===== src/rtl/xbit_seq_pkg.sv =====
// Shared types and constants for the CB-prefix bit/rotate sequencer.
package xbit_seq_pkg;

    typedef enum logic [2:0] {
        S_IDLE,
        S_FETCH_DISP,
        S_FETCH_OP,
        S_CALC,
        S_MEM_RD,
        S_EXEC,
        S_MEM_WR
    } state_t;

    localparam logic [1:0] ADDR_PC  = 2'd0;
    localparam logic [1:0] ADDR_HL  = 2'd1;
    localparam logic [1:0] ADDR_IDX = 2'd2;

    localparam logic [1:0] GRP_ROT = 2'd0;
    localparam logic [1:0] GRP_BIT = 2'd1;
    localparam logic [1:0] GRP_RES = 2'd2;
    localparam logic [1:0] GRP_SET = 2'd3;

    localparam logic [2:0] REG_MEM = 3'b110;

endpackage


===== src/rtl/xbit_seq_classify.sv =====
// Combinational classification of a CB opcode and its addressing form.
module xbit_seq_classify
    import xbit_seq_pkg::*;
(
    input  logic [7:0] op,
    input  logic       indexed,
    output logic       is_mem,
    output logic       is_bit,
    output logic       writes_reg,
    output logic       writes_flags
);

    assign is_mem       = indexed || (op[2:0] == REG_MEM);
    assign is_bit       = (op[7:6] == GRP_BIT);
    // Indexed forms with a register field also copy the result into that register.
    assign writes_reg   = (op[2:0] != REG_MEM) && !is_bit;
    assign writes_flags = (op[7:6] == GRP_ROT) || (op[7:6] == GRP_BIT);

endmodule


===== src/rtl/xbit_sequencer.sv =====
// Sequencer for CB-prefixed bit/rotate instructions: fetches, read-modify-write and strobes.
module xbit_sequencer
    import xbit_seq_pkg::*;
(
    input  logic       clock,
    input  logic       reset,
    input  logic       start,
    input  logic       indexed,
    input  logic [7:0] bus_data,
    input  logic       mem_ready,
    output logic       mem_req,
    output logic       mem_we,
    output logic [1:0] addr_sel,
    output logic       pc_inc,
    output logic [7:0] opcode,
    output logic [7:0] disp,
    output logic       mdr_load,
    output logic       alu_en,
    output logic [1:0] alu_group,
    output logic [2:0] alu_sel,
    output logic [2:0] reg_sel,
    output logic       reg_write,
    output logic       flags_write,
    output logic       busy,
    output logic       done
);

    state_t     state_q, state_d;
    logic       idx_q;
    logic [7:0] opcode_q, disp_q;
    logic [7:0] cls_op;
    logic       is_mem, is_bit, writes_reg, writes_flags;
    logic [1:0] mem_addr;

    xbit_seq_classify u_classify (
        .op          (cls_op),
        .indexed     (idx_q),
        .is_mem      (is_mem),
        .is_bit      (is_bit),
        .writes_reg  (writes_reg),
        .writes_flags(writes_flags)
    );

    assign mem_addr  = idx_q ? ADDR_IDX : ADDR_HL;
    assign opcode    = opcode_q;
    assign disp      = disp_q;
    assign alu_group = opcode_q[7:6];
    assign alu_sel   = opcode_q[5:3];
    assign reg_sel   = opcode_q[2:0];

    always_ff @(posedge clock) begin
        if (reset) begin
            state_q  <= S_IDLE;
            idx_q    <= 1'b0;
            opcode_q <= 8'h00;
            disp_q   <= 8'h00;
        end else begin
            state_q <= state_d;
            if (state_q == S_IDLE && start) begin
                idx_q <= indexed;
                if (!indexed) disp_q <= 8'h00;
            end
            if (state_q == S_FETCH_DISP && mem_ready) disp_q <= bus_data;
            if (state_q == S_FETCH_OP && mem_ready) opcode_q <= bus_data;
        end
    end

    always_comb begin
        state_d     = state_q;
        mem_req     = 1'b0;
        mem_we      = 1'b0;
        addr_sel    = ADDR_PC;
        pc_inc      = 1'b0;
        mdr_load    = 1'b0;
        alu_en      = 1'b0;
        reg_write   = 1'b0;
        flags_write = 1'b0;
        done        = 1'b0;
        busy        = (state_q != S_IDLE);
        cls_op      = opcode_q;
        case (state_q)
            S_IDLE: begin
                if (start) state_d = indexed ? S_FETCH_DISP : S_FETCH_OP;
            end
            S_FETCH_DISP: begin
                mem_req = 1'b1;
                if (mem_ready) begin
                    pc_inc  = 1'b1;
                    state_d = S_FETCH_OP;
                end
            end
            S_FETCH_OP: begin
                // The next state depends on the opcode arriving on the bus this cycle.
                mem_req = 1'b1;
                cls_op  = bus_data;
                if (mem_ready) begin
                    pc_inc = 1'b1;
                    if (idx_q)       state_d = S_CALC;
                    else if (is_mem) state_d = S_MEM_RD;
                    else             state_d = S_EXEC;
                end
            end
            S_CALC: begin
                addr_sel = ADDR_IDX;
                state_d  = S_MEM_RD;
            end
            S_MEM_RD: begin
                mem_req  = 1'b1;
                addr_sel = mem_addr;
                if (mem_ready) begin
                    mdr_load = 1'b1;
                    state_d  = S_EXEC;
                end
            end
            S_EXEC: begin
                alu_en      = 1'b1;
                reg_write   = writes_reg;
                flags_write = writes_flags;
                if (!is_mem || is_bit) begin
                    done    = 1'b1;
                    state_d = S_IDLE;
                end else begin
                    state_d = S_MEM_WR;
                end
            end
            S_MEM_WR: begin
                mem_req  = 1'b1;
                mem_we   = 1'b1;
                addr_sel = mem_addr;
                if (mem_ready) begin
                    done    = 1'b1;
                    state_d = S_IDLE;
                end
            end
            default: state_d = S_IDLE;
        endcase
    end

endmodule


===== config.mk =====
export PLATFORM = sky130hd
export DESIGN_NAME = xbit_sequencer
export DESIGN_NICKNAME = d
export VERILOG_FILES = /design/src/rtl/xbit_seq_pkg.sv /design/src/rtl/xbit_seq_classify.sv /design/src/rtl/xbit_sequencer.sv
export SDC_FILE = /design/constraint.sdc
export NUM_CORES = 1
export LEC_CHECK = 0
export ABC_AREA = 1
export CAP_MARGIN = 10
export CELL_PAD_IN_SITES_DETAIL_PLACEMENT = 1
export CELL_PAD_IN_SITES_GLOBAL_PLACEMENT = 2
export CORE_ASPECT_RATIO = 1.1
export CORE_MARGIN = 2
export CORE_UTILIZATION = 21
export CTS_CLUSTER_DIAMETER = 50
export CTS_CLUSTER_SIZE = 12
export DETAILED_ROUTE_END_ITERATION = 8
export PLACE_DENSITY = 0.87
export SKIP_CTS_REPAIR_TIMING = 1
export SLEW_MARGIN = 0
export SYNTH_ARGS = -nofsm -noshare
export SYNTH_HDL_FRONTEND = slang
export SYNTH_SLANG_ARGS = --single-unit
export TNS_END_PERCENT = 100

===== constraint.sdc =====
create_clock -name clock -period 1.45 [get_ports clock]
set_input_delay 0.29 -clock clock [delete_from_list [all_inputs] [get_ports clock]]
set_output_delay 0.29 -clock clock [all_outputs]
set_load 0.1 [all_outputs]

# After elaboration in Yosys (flattened, before gate mapping)
# Index checks and enable logic that the tools add are counted.
# word_totals
reg_bits	20
in_bits	13
output_inout_bits	35
word_cells	63
# op_classes
n_eq_ne	15
n_mux	26
n_reduce_logical	18
# op_table
op	count
$mux 8	4
$mux 3	7
$pmux 3 s7	1
$eq 3x3->1 const B	4
$mux 1	10
$ne 2x2->1 const B	5
$eq 3x2->1 const B	2
$reduce_and 5->1	1
$logic_and 1x1->1	4
$mux 2	2
$pmux 2 s2	1
$reduce_or 2->1	2
$reduce_or 4->1	1
$eq 3x1->1 const B	1
$logic_not 3->1	1
$logic_or 1x1->1	3
$ne 3x3->1 const B	1
$reduce_bool 3->1	1
$eq 2x1->1 const B	1
$logic_not 1->1	2
$logic_not 2->1	1
$ne 2x1->1 const B	1
$pmux 1 s2	1
$reduce_and 2->1	1
$reduce_bool 2->1	1

# Logic depth before layout (Yosys ltp)
# logic_depth
ltp_word	8
ltp_mapped	9

# Modules after synthesis
# From an unflattened synthesis, not the netlist that was laid out.
# unflattened
cells_unflattened	171
hier_area_um2	1166.1
# modules_own_cells
mod	instances	cells_per_inst	area_per_inst_um2
xbit_sequencer	1	164	1131.1
xbit_seq_classify	1	7	35.0

# Worst setup path after synthesis
# Ideal clock, no wire load.
# synth_path
kind	register -> output
start	register state_q[1]
end	output flags_write
arrival_time_ps	4193
required_time_ps	1160
setup_slack_ps	-3033
path_stages_with_launch	5
path_buffers	0
cell_sequence	dfxtp_1 > inv_2 > nand2_2 > nor2_1 > a21boi_0
# synth_via
elab_chain_len	5
elab_cells_between_ends	7
classes_between	eq/ne (3); mux (2); reduce/logical (2)
# synth_lines
element	line	source
start, declared	xbit_sequencer.sv:28	state_t state_q, state_d;
start signal, assigned	xbit_sequencer.sv:58	state_q <= state_d;
$eq 3x2->1	xbit_sequencer.sv:81	case (state_q)
$mux 8	xbit_sequencer.sv:81	
$eq 2x1->1 / $logic_not 2->1 (equally long branches)	xbit_seq_classify.sv:17	assign writes_flags = (op[7:6] == GRP_ROT) || (op[7:6] == GRP_BIT);
$logic_or 1x1->1	xbit_seq_classify.sv:17	
$mux 1 (*)	xbit_sequencer.sv:81	
end, declared	xbit_sequencer.sv:23	output logic flags_write,
# Every way passes the cells marked *; elsewhere a longest branch is shown, timed or not.

# Final worst setup path
# layout_path
start	register state_q[1]
end	output addr_sel[1]
# layout_via
elab_chain_len	3
elab_cells_between_ends	5
classes_between	eq/ne (3); mux (1); reduce/logical (1)
# layout_lines
element	line	source
$eq 3x3->1	xbit_sequencer.sv:81	
$reduce_or 2->1 (no line)	-	
$pmux 2 s2 (*)	xbit_sequencer.sv:81	
end, declared	xbit_sequencer.sv:13	output logic [1:0] addr_sel,
# Marks and branches as above.

==> out/metrics.csv <==
stage,metric,value,unit
drt,routed_via_density,4.68,
global_route,grt_pass1_vias,1505,
yosys,ys_types,24,
clock_tree,cts.path.max_buffers,2,
yosys,synth.avg_cell_area,6.91,sq um
min_path,hp-class,input port to flip-flop,
drt,dr_total_vias,1431,
sta,max_freq,561,MHz
yosys,synthSimpleGateAreaFrac,32.5,%
worst_setup_path,crit_top_cell,buf_4,
yosys,synth_compound_area_share,17.7,%
clock_tree,htree_levels,1,
yosys,ys_seq_elements,20,
drt,detail_route.iter0.violations,44,
place,dpl.hpwl,3320,um
worst_setup_path,critPathKind,flip-flop to primary output,
yosys,ys_top_cells_by_area,"dfxtp_1, nand3_1, nand2_1",
yosys,synth_top_area_cell,dfxtp_1,
sta,fin_crit_sh,123,%
sta,hold_viol,0,
sta,tns,-3.63,ns
floorplanning,start_util,21.7,%
sta,relSlewSlack,76.9,%
worst_setup_path,cp_max_fo,5,
global_route,grt_max_degree,13,
global_route,grt_usage,15.8,%
clock_tree,cts-buffers-inserted,3,
power_and_ir_drop,finalPower,0.00606,W
place,dpl-instance-area,2320,sq um
worst_setup_path,cpMaxStageDelayCell,dfxtp_4,
finish,diodes,0,
floorplanning,dieHeight,79.1,um
sta,worst_pin_slew,0.345,ns
drt,drt-wirelength-per-cell,16.1,um
clock_tree,insertion_delay,0.27,ns
yosys,synth_xor_area_share,0,%
global_route,grt_antenna_before_repair,0,
floorplanning,die_w,72.3,um
floorplanning,num_rows,27,
sta,slew_violations,0,
run,max_cap_violations,0,
power_and_ir_drop,ir_drop,935,uV
sta,finClkSkew,0.00312,ns
worst_setup_path,worstPathArrival,1.49,ns
drt,postRouteAntennaNets,0,
status,status,"finished, violations left",
yosys,synth.top_cell.area_share,37.2,%
drt,drc,0,
yosys,synthCells,156,
clock_tree,cts_root_buf,clkbuf_8,
yosys,ys_warn_count,0,
clock_tree,cts.sink_count,20,
worst_setup_path,cp.required,1.16,ns
floorplanning,die_area,5720,sq um
floorplanning,io_pins,48,
yosys,synth_top_family_by_area,simple AND/OR/NAND/NOR gates,
finish,fin_nets,262,
yosys,yosysSeqAreaShare,37.2,%
place,portBuffers,47,
sta,rsz0062_at_grt,true,
drt,drt_wl_total,4920,um
yosys,syn_area,1080,sq um
sta,final-setup-viol-count,22,
global_route,grt-ovfl-total,0,
power_and_ir_drop,powerDensity,2230,nW/um^2
yosys,synth_fa_ha_area_share,0,%
drt,first_pass_iters,4,
finish,area_growth,152,%
floorplanning,coreArea,4970,sq um
worst_setup_path,worst_setup_path_end_kind,primary output,
yosys,synth_nets,169,
yosys,muxShareOfSynthArea,0,%
sta,fin_crit,1.78,ns
status,violations,negative setup slack,
clock_tree,path_clk_slew,0.08,ns
worst_setup_path,cp_cell_sequence,"inv_4, nor2_4, buf_4, buf_4, a2bb2oi_4, buf_12",
worst_setup_path,max_stage_delay,0.40,ns
place,gp_congestion,0.805,
sta,layout_setup_ws,-0.334,ns
finish,fill_cells,545,
clock_tree,cts_tree,built,
power_and_ir_drop,leakagePower,1.17,nW
finish,drive_gt1_share,66.1,%
finish,stdcell_area,2720,sq um
global_route,grt_pass1_wl,7040,um
worst_setup_path,cp-start-kind,flip-flop,
==> layout make-up <==
| class | instances | area [sq um] | area share [%] |
|---|---|---|---|
| clock inverter | 1 | 30.0 | 1.11 |
| timing repair buffer | 99 | 1250 | 46.2 |
| tap | 58 | 72.6 | 2.67 |
| clock buffer | 3 | 41.3 | 1.52 |
| multi-input combinational | 110 | 835 | 30.7 |
| inverter | 15 | 63.8 | 2.35 |
| sequential | 20 | 419 | 15.4 |
==> logic make-up after synthesis <==
logic type             count (synthesis)
AOI/OAI and AO/OA                     34
buffers and inverters                 27
DFF                                   20
and+or+nand+nor                       75
==> sequential cells by signal (all words and copies together), names as in the netlist <==
signal   cells
state_q      3
idx_q        1
opcode       8
disp         8
==> worst max-delay path, delay by kind of cell (launching register included) <==
family	cells	cell delay, ns
buffers and inverters	4	0.50
DFF	1	0.40
AOI/OAI and AO/OA	1	0.18
and+or+nand+nor	1	0.13
==> cells in the mapped netlist, drive strengths merged <==
master	instances
a211oi	1
a21boi	1
a21oi	17
a22o	1
a2bb2oi	1
buf	10
clkbuf	2
dfxtp	20
inv	15
nand2	30
nand3	23
nand4	1
nor2	21
o21ai	12
o31a	1
==> where the power goes <==
part / total, W / internal [W] / switching, W
Clock: 0.000572 / 0.000369 / 0.000203
Combinational: 0.00466 / 0.00179 / 0.00287
Sequential: 0.000837 / 0.000692 / 0.000144
==> worst paths after layout <==
| kind | start | end | slack [ns] | cells past startpoint |
|---|---|---|---|---|
| hold reg to reg | opcode[7] | opcode[7] | 0.50 | 2 |
| setup / recovery | state_q[1] | addr_sel[1] | -0.33 | 6 |
| setup reg to reg | state_q[1] | disp[3] | -0.12 | 9 |
| hold / removal | bus_data[0] | disp[0] | 0.38 | 3 |
==> cells in the final DEF, fill, tap and decap left out, types with 9 or more instances in the layout <==
master and count:
nand3_1 11, nand3_2 11, dfxtp_1 9, buf_4 44, nand2_1 11, buf_12 35, nor2_4 10, nand2_2 12
nor2_1 9, dfxtp_2 9, a21oi_1 13
==> through the flow <==
stage | setup WS (ns) | instances | util, % | hold slack [ns]
after global placement | -0.450 | 289 | 46.7 | 0.466
after CTS | -0.507 | 293 | 48.1 | 0.480
after detailed placement | -0.484 | 289 | 46.7 | 0.467
final | -0.334 | 306 | 54.7 | 0.382
after floorplan | -0.612 | 156 | - | 0.352
after global routing | -0.430 | 306 | 54.7 | 0.410
==> per-layer routing <==
metal  global-route usage [%]  part of all wire (%)  vias to the layer above
met5                        0                     0                        -
met4                     6.04                   2.4                        0
met3                     2.66                   4.3                       13
met2                     28.8                    56                       46
met1                     18.0                    37                      678
li1                         -                     -                      694
(Power assumes the default switching activity.)
